===== config.mk =====
export PLATFORM = sky130hd
export DESIGN_NAME = pwm_update_ctrl
export DESIGN_NICKNAME = d
export VERILOG_FILES = /design/src/rtl/pwm_timer_pkg.sv /design/src/rtl/pwm_rep_counter.sv /design/src/rtl/pwm_update_ctrl.sv
export SDC_FILE = /design/constraint.sdc
export NUM_CORES = 1
export LEC_CHECK = 0
export ABC_AREA = 1
export CORE_MARGIN = 2
export CORE_UTILIZATION = 42
export CTS_CLUSTER_DIAMETER = 200
export CTS_CLUSTER_SIZE = 10
export DETAILED_ROUTE_END_ITERATION = 7
export GPL_TIMING_DRIVEN = 1
export PLACE_DENSITY = 0.78
export SLEW_MARGIN = 20
export SYNTH_ARGS = -nofsm -noshare
export SYNTH_HDL_FRONTEND = slang
export SYNTH_SLANG_ARGS = --single-unit

===== constraint.sdc =====
create_clock -name clk_psc_i -period 1.8 [get_ports clk_psc_i]
set_clock_uncertainty 0.1 [all_clocks]
set_input_delay 0.36 -clock clk_psc_i [delete_from_list [all_inputs] [get_ports clk_psc_i]]
set_output_delay 0.36 -clock clk_psc_i [all_outputs]
set_load 0.02 [all_outputs]

===== src/rtl/pwm_timer_pkg.sv =====
// Shared timer definitions: controller state encoding and default widths
// used by the update scheduler and its repetition counter.
package pwm_timer_pkg;

    localparam int PWM_WIDTH     = 8;
    localparam int PWM_RCR_WIDTH = 8;

    typedef enum logic {
        ST_IDLE = 1'b0,
        ST_RUN  = 1'b1
    } pwm_state_e;

endpackage


===== src/rtl/pwm_rep_counter.sv =====
// Repetition down-counter: counts enabled overflows and fires a trigger when
// the count has expired (or when forced), reloading from the preload value.
module pwm_rep_counter
    import pwm_timer_pkg::*;
#(
    parameter int RCR_WIDTH = PWM_RCR_WIDTH
) (
    input  logic                 clk_i,
    input  logic                 rst_n_i,
    input  logic                 ovf_en_i,
    input  logic                 udis_i,
    input  logic                 force_i,
    input  logic [RCR_WIDTH-1:0] preload_i,
    output logic                 trigger_o,
    output logic [RCR_WIDTH-1:0] rep_cnt_o
);

    localparam logic [RCR_WIDTH-1:0] CNT_ONE = RCR_WIDTH'(1);

    logic [RCR_WIDTH-1:0] rep_cnt_q;
    logic [RCR_WIDTH-1:0] rep_cnt_d;
    logic                 expired;
    logic                 trig_ovf;

    assign expired   = (rep_cnt_q == '0);
    assign trig_ovf  = ovf_en_i && expired && !udis_i;
    assign trigger_o = force_i || trig_ovf;

    // An expired count with updates disabled holds at zero, so the first
    // overflow after re-enabling updates fires straight away.
    always_comb begin
        rep_cnt_d = rep_cnt_q;
        if (trigger_o) begin
            rep_cnt_d = preload_i;
        end else if (ovf_en_i && !expired) begin
            rep_cnt_d = rep_cnt_q - CNT_ONE;
        end
    end

    always_ff @(posedge clk_i or negedge rst_n_i) begin
        if (!rst_n_i) begin
            rep_cnt_q <= '0;
        end else begin
            rep_cnt_q <= rep_cnt_d;
        end
    end

    assign rep_cnt_o = rep_cnt_q;

endmodule


===== src/rtl/pwm_update_ctrl.sv =====
// Update-event scheduler and dead-time preload register with sticky write
// lock, feeding update_event_i / dtg_preload_i of pwm_oc_deadtime.
module pwm_update_ctrl
    import pwm_timer_pkg::*;
#(
    parameter int WIDTH     = PWM_WIDTH,
    parameter int RCR_WIDTH = PWM_RCR_WIDTH
) (
    input  logic                 clk_psc_i,
    input  logic                 rst_n_i,
    input  logic                 cen_i,
    input  logic                 ovf_i,
    input  logic                 ug_i,
    input  logic                 udis_i,
    input  logic [RCR_WIDTH-1:0] rcr_preload_i,
    input  logic                 cfg_wr_i,
    input  logic [WIDTH-1:0]     cfg_dtg_i,
    input  logic                 lock_set_i,
    input  logic                 uif_clr_i,
    output logic                 update_event_o,
    output logic [WIDTH-1:0]     dtg_preload_o,
    output logic                 cfg_ack_o,
    output logic                 cfg_err_o,
    output logic                 locked_o,
    output logic [RCR_WIDTH-1:0] rep_cnt_o,
    output logic                 uif_o
);

    pwm_state_e state_q, state_d;

    logic             trigger;
    logic             ovf_en;
    logic             update_q, update_d;
    logic             uif_q, uif_d;
    logic [WIDTH-1:0] dtg_q, dtg_d;
    logic             ack_q, ack_d;
    logic             err_q, err_d;
    logic             locked_q, locked_d;

    always_ff @(posedge clk_psc_i or negedge rst_n_i) begin
        if (!rst_n_i) begin
            state_q <= ST_IDLE;
        end else begin
            state_q <= state_d;
        end
    end

    always_comb begin
        state_d = state_q;
        ovf_en  = 1'b0;
        case (state_q)
            ST_IDLE: begin
                if (cen_i) state_d = ST_RUN;
            end
            ST_RUN: begin
                ovf_en = ovf_i;
                if (!cen_i) state_d = ST_IDLE;
            end
            default: state_d = ST_IDLE;
        endcase
    end

    pwm_rep_counter #(
        .RCR_WIDTH (RCR_WIDTH)
    ) u_rep_counter (
        .clk_i     (clk_psc_i),
        .rst_n_i   (rst_n_i),
        .ovf_en_i  (ovf_en),
        .udis_i    (udis_i),
        .force_i   (ug_i),
        .preload_i (rcr_preload_i),
        .trigger_o (trigger),
        .rep_cnt_o (rep_cnt_o)
    );

    // The write is judged against the lock state before this edge, so a
    // write paired with lock_set_i still lands.
    always_comb begin
        update_d = trigger;
        uif_d    = trigger ? 1'b1 : (uif_clr_i ? 1'b0 : uif_q);
        dtg_d    = dtg_q;
        ack_d    = cfg_wr_i;
        err_d    = cfg_wr_i && locked_q;
        locked_d = locked_q || lock_set_i;
        if (cfg_wr_i && !locked_q) begin
            dtg_d = cfg_dtg_i;
        end
    end

    always_ff @(posedge clk_psc_i or negedge rst_n_i) begin
        if (!rst_n_i) begin
            update_q <= 1'b0;
            uif_q    <= 1'b0;
            dtg_q    <= '0;
            ack_q    <= 1'b0;
            err_q    <= 1'b0;
            locked_q <= 1'b0;
        end else begin
            update_q <= update_d;
            uif_q    <= uif_d;
            dtg_q    <= dtg_d;
            ack_q    <= ack_d;
            err_q    <= err_d;
            locked_q <= locked_d;
        end
    end

    assign update_event_o = update_q;
    assign uif_o          = uif_q;
    assign dtg_preload_o  = dtg_q;
    assign cfg_ack_o      = ack_q;
    assign cfg_err_o      = err_q;
    assign locked_o       = locked_q;

endmodule


==> metrics.txt <==
# TYPE chip_impl_metric gauge
chip_impl_metric{name="drv.max_cap_violation_count",unit=""} 0
chip_impl_metric{name="viasPerCell",unit=""} 4.868
chip_impl_metric{name="via_count",unit=""} 993
chip_impl_metric{name="rows",unit=""} 18
chip_impl_info{name="status",value="completed"} 1
chip_impl_metric{name="finalCritPeriodShare",unit=""} 0.9700
chip_impl_metric{name="worst_setup_hold_path_clk_slew",unit="ps"} 120
chip_impl_metric{name="final_critical_path_setup_slack",unit="ps"} 53.96
chip_impl_info{name="clk_root_buffer_cell",value="clkbuf_4"} 1
chip_impl_metric{name="cts.sinks",unit=""} 22
chip_impl_metric{name="max-vdd-ir-drop",unit="mV"} 0.7490
chip_impl_info{name="worst_r2r_endpoint",value="u_rep_counter.rep_cnt_o[0]"} 1
chip_impl_metric{name="wirelength",unit="mm"} 2.510
chip_impl_info{name="layout.cells.most_common",value="nand2_1"} 1
chip_impl_info{name="timing.critical_path.cells",value="clkdlybuf4s50_1"} 1
chip_impl_metric{name="diodes",unit=""} 0
chip_impl_metric{name="global_route.usage.total",unit=""} 0.1853
chip_impl_info{name="type_of_the_worst_min_delay_path",value="in2async"} 1
chip_impl_metric{name="post-place-ws",unit="ps"} -5.886
chip_impl_metric{name="dieHeight",unit="um"} 55.81
chip_impl_metric{name="core-area",unit="um2"} 2500
chip_impl_metric{name="die-width",unit="um"} 55.81
chip_impl_metric{name="power-per-cell-area",unit="nW/um2"} 768.4
chip_impl_info{name="cts_tree",value="built"} 1
chip_impl_metric{name="yosysSeqAreaShare",unit=""} 0.4883
chip_impl_metric{name="worst-r2r-setup-slack",unit="ps"} 140
chip_impl_metric{name="grt_max_degree",unit=""} 23
chip_impl_metric{name="numPortBuffers",unit=""} 45
chip_impl_metric{name="grt_pass1_vias",unit=""} 1079
chip_impl_metric{name="cp.arrival",unit="ps"} 1290
chip_impl_metric{name="worstMarginPinSlew",unit="ps"} 312.5
chip_impl_info{name="setup.worst_path.class",value="reg2out"} 1
chip_impl_metric{name="p_comb_frac",unit=""} 0.274
chip_impl_metric{name="finalSetupViolations",unit=""} 0
chip_impl_info{name="crit_family",value="buffers and inverters"} 1
chip_impl_metric{name="clock_power_share",unit=""} 0.284
chip_impl_metric{name="antenna_found_initial",unit=""} 0
chip_impl_metric{name="placed_cells",unit=""} 200
chip_impl_metric{name="dieArea",unit="um2"} 3115
chip_impl_metric{name="timing_hold_violations_final",unit=""} 0
chip_impl_metric{name="seq_power_share",unit=""} 0.442
chip_impl_metric{name="nNetsFinal",unit=""} 201
chip_impl_metric{name="fin_tns_setup",unit="ps"} 0
chip_impl_metric{name="cts_setup_buffers",unit=""} 0
chip_impl_metric{name="seqCellArea",unit="um2"} 550.5
chip_impl_metric{name="first_iter_violations",unit=""} 10
chip_impl_metric{name="initial_drt_pass_iterations",unit=""} 4
chip_impl_metric{name="global_placer_s_final_weighted_congestion",unit=""} 0.8669
chip_impl_info{name="timing.rr.start",value="u_rep_counter.rep_cnt_o[0]"} 1
chip_impl_metric{name="ioPinCount",unit=""} 46
chip_impl_metric{name="multiInputGateArea",unit="um2"} 516.7
chip_impl_metric{name="drive_above_1_share",unit=""} 0.1667
chip_impl_metric{name="power_report.internal_total",unit="uW"} 933.7
chip_impl_info{name="critical_path.endpoint_type",value="output pin"} 1
chip_impl_metric{name="post_layout_nonfiller_instances",unit=""} 204
chip_impl_metric{name="avgSynthCellArea",unit="um2"} 9.165
chip_impl_metric{name="ctsHtreeMaxLevel",unit=""} 1
chip_impl_metric{name="grt_first_pass_wirelength",unit="mm"} 4.581
chip_impl_metric{name="netlist_instances",unit=""} 123
chip_impl_metric{name="final_core_utilization",unit=""} 0.6807
chip_impl_metric{name="cellLeakagePower",unit="uW"} 0.0009100
chip_impl_metric{name="total_switching_power",unit="uW"} 373.9
chip_impl_metric{name="required",unit="ps"} 1340
chip_impl_metric{name="reg2regPathDepth",unit=""} 9
chip_impl_info{name="timing.critical_path.from_type",value="register"} 1
chip_impl_metric{name="synth.distinct_cells",unit=""} 22
chip_impl_metric{name="synth_warn",unit=""} 0
chip_impl_metric{name="fillerInstances",unit=""} 217
chip_impl_metric{name="power.share.switching",unit=""} 0.2859
chip_impl_metric{name="timing.critical_path.fanout_max",unit=""} 2
chip_impl_metric{name="postSynthNetCount",unit=""} 149
chip_impl_metric{name="path_buf_inv",unit=""} 1
chip_impl_info{name="critical_path.slowest_cell",value="clkdlybuf4s50_1"} 1
chip_impl_info{name="layout_common_cells",value="nand2_1 (38), clkdlybuf4s50_1 (32), dfrtp_1 (22), inv_1 (15), nand3_1 (9)"} 1
chip_impl_metric{name="number_of_clock_buffers_inserted_by_tritoncts",unit=""} 3
chip_impl_metric{name="ant_nets",unit=""} 0
chip_impl_metric{name="mappedNetlistArea",unit="um2"} 1127
chip_impl_metric{name="route.detailed.wl_per_inst",unit="um"} 12.30
chip_impl_metric{name="finalWorstPathRequiredPeriod",unit="ps"} 1746
chip_impl_metric{name="drc",unit=""} 0
chip_impl_metric{name="slew_headroom",unit=""} 0.7912
chip_impl_metric{name="dpl_wire_length",unit="mm"} 1.983
chip_impl_metric{name="cpPeakStageDelay",unit="ps"} 610
chip_impl_metric{name="latest_clock_arrival_within_the_worst_skew_pair",unit="ps"} 300
chip_impl_info{name="unrepaired_setup_endpoints_after_global_routing",value="false"} 1
chip_impl_metric{name="grt.overflow.total",unit=""} 0
chip_impl_metric{name="timing.final.max_slew_violations",unit=""} 0
chip_impl_metric{name="synth-seq-cells",unit=""} 22
chip_impl_metric{name="ctsLongestPathBuffers",unit=""} 2
chip_impl_metric{name="area.growth.synth_to_final",unit="%"} 50.94
chip_impl_metric{name="clock.fmax",unit="MHz"} 572.7
chip_impl_metric{name="initial_utilization",unit=""} 0.4510
per-layer routing:
layer / up-vias / GRT usage / wire, um
met2: 40 / 0.3350 / 1282
met4: 0 / 0.07143 / 19
met5: - / 0 / 0
li1: 487 / - / -
met3: 2 / 0.06279 / 232
met1: 464 / 0.1979 / 976
logic make-up after synthesis:
kind of cell	share of synthesized area
xor+xnor	0.02331
compound gates	0.04218
flops	0.4883
fa+ha+maj	0.01110
simple gates	0.2941
buf+inv	0.06104
mux	0.07991
power by group through the flow:
stage	registers, uW	logic [uW]	clock network [uW]
floorplan	635	135	0
global placement	586	364	0
detailed placement	588	371	0
CTS	578	362	385
global route	585	396	401
finish	578	358	371
synth_stat cells (all sizes together):
master / n / share of area
nand3: 14 / 0.091
o21bai: 1 / 0.017
xor2: 2 / 0.016
nand2: 40 / 0.15
nand4: 1 / 0.0056
a21oi: 2 / 0.0089
or2: 1 / 0.0056
o21ai: 3 / 0.017
mux2: 8 / 0.080
inv: 17 / 0.061
ha: 1 / 0.011
nor2: 10 / 0.038
dfrtp: 22 / 0.49
xnor2: 1 / 0.0078
registers in the layout (all words and copies together) (netlist names):
register and count:
uif_o 1, dtg_preload_o 8, update_event_o 1, state_q 1, locked_o 1, cfg_err_o 1, u_rep_counter.rep_cnt_o 8, cfg_ack_o 1
stage by stage:
step	hold slack (ps)	instance area, um2	power [uW]
2_1_floorplan	-35.59	1127	769.6
3_3_place_gp	387.6	1630	949.8
3_5_place_dp	397.4	1630	958.3
4_1_cts	311.2	1675	1326
5_1_grt	321.0	1702	1382
6_report	309.6	1702	1308
worst max path at each step:
stage / end / start / depth (start not counted)
floorplan: u_rep_counter.rep_cnt_o[3] / u_rep_counter.rep_cnt_o[0] / 9
global placement: u_rep_counter.rep_cnt_o[1] / ovf_i / 8
detailed placement: u_rep_counter.rep_cnt_o[0] / ovf_i / 8
CTS: rep_cnt_o[7] / u_rep_counter.rep_cnt_o[7] / 1
global route: u_rep_counter.rep_cnt_o[0] / u_rep_counter.rep_cnt_o[0] / 9
finish: dtg_preload_o[2] / dtg_preload_o[2] / 1
repair_timing:
action	CTS	global route
gates resized for setup	6	9
setup endpoints to repair	6	14
hold buffers	0	0
final cells by class:
| type | count | share of cell area |
|---|---|---|
| inverters | 17 | 0.04044 |
| repair buffers | 47 | 0.2794 |
| multi-input cells | 84 | 0.3037 |
| clock buffers | 3 | 0.01324 |
| flip-flops and latches | 22 | 0.3235 |
| clock inverters | 1 | 0.01765 |
| well taps | 30 | 0.02206 |
Note: power is estimated with default switching activity, not from simulation.
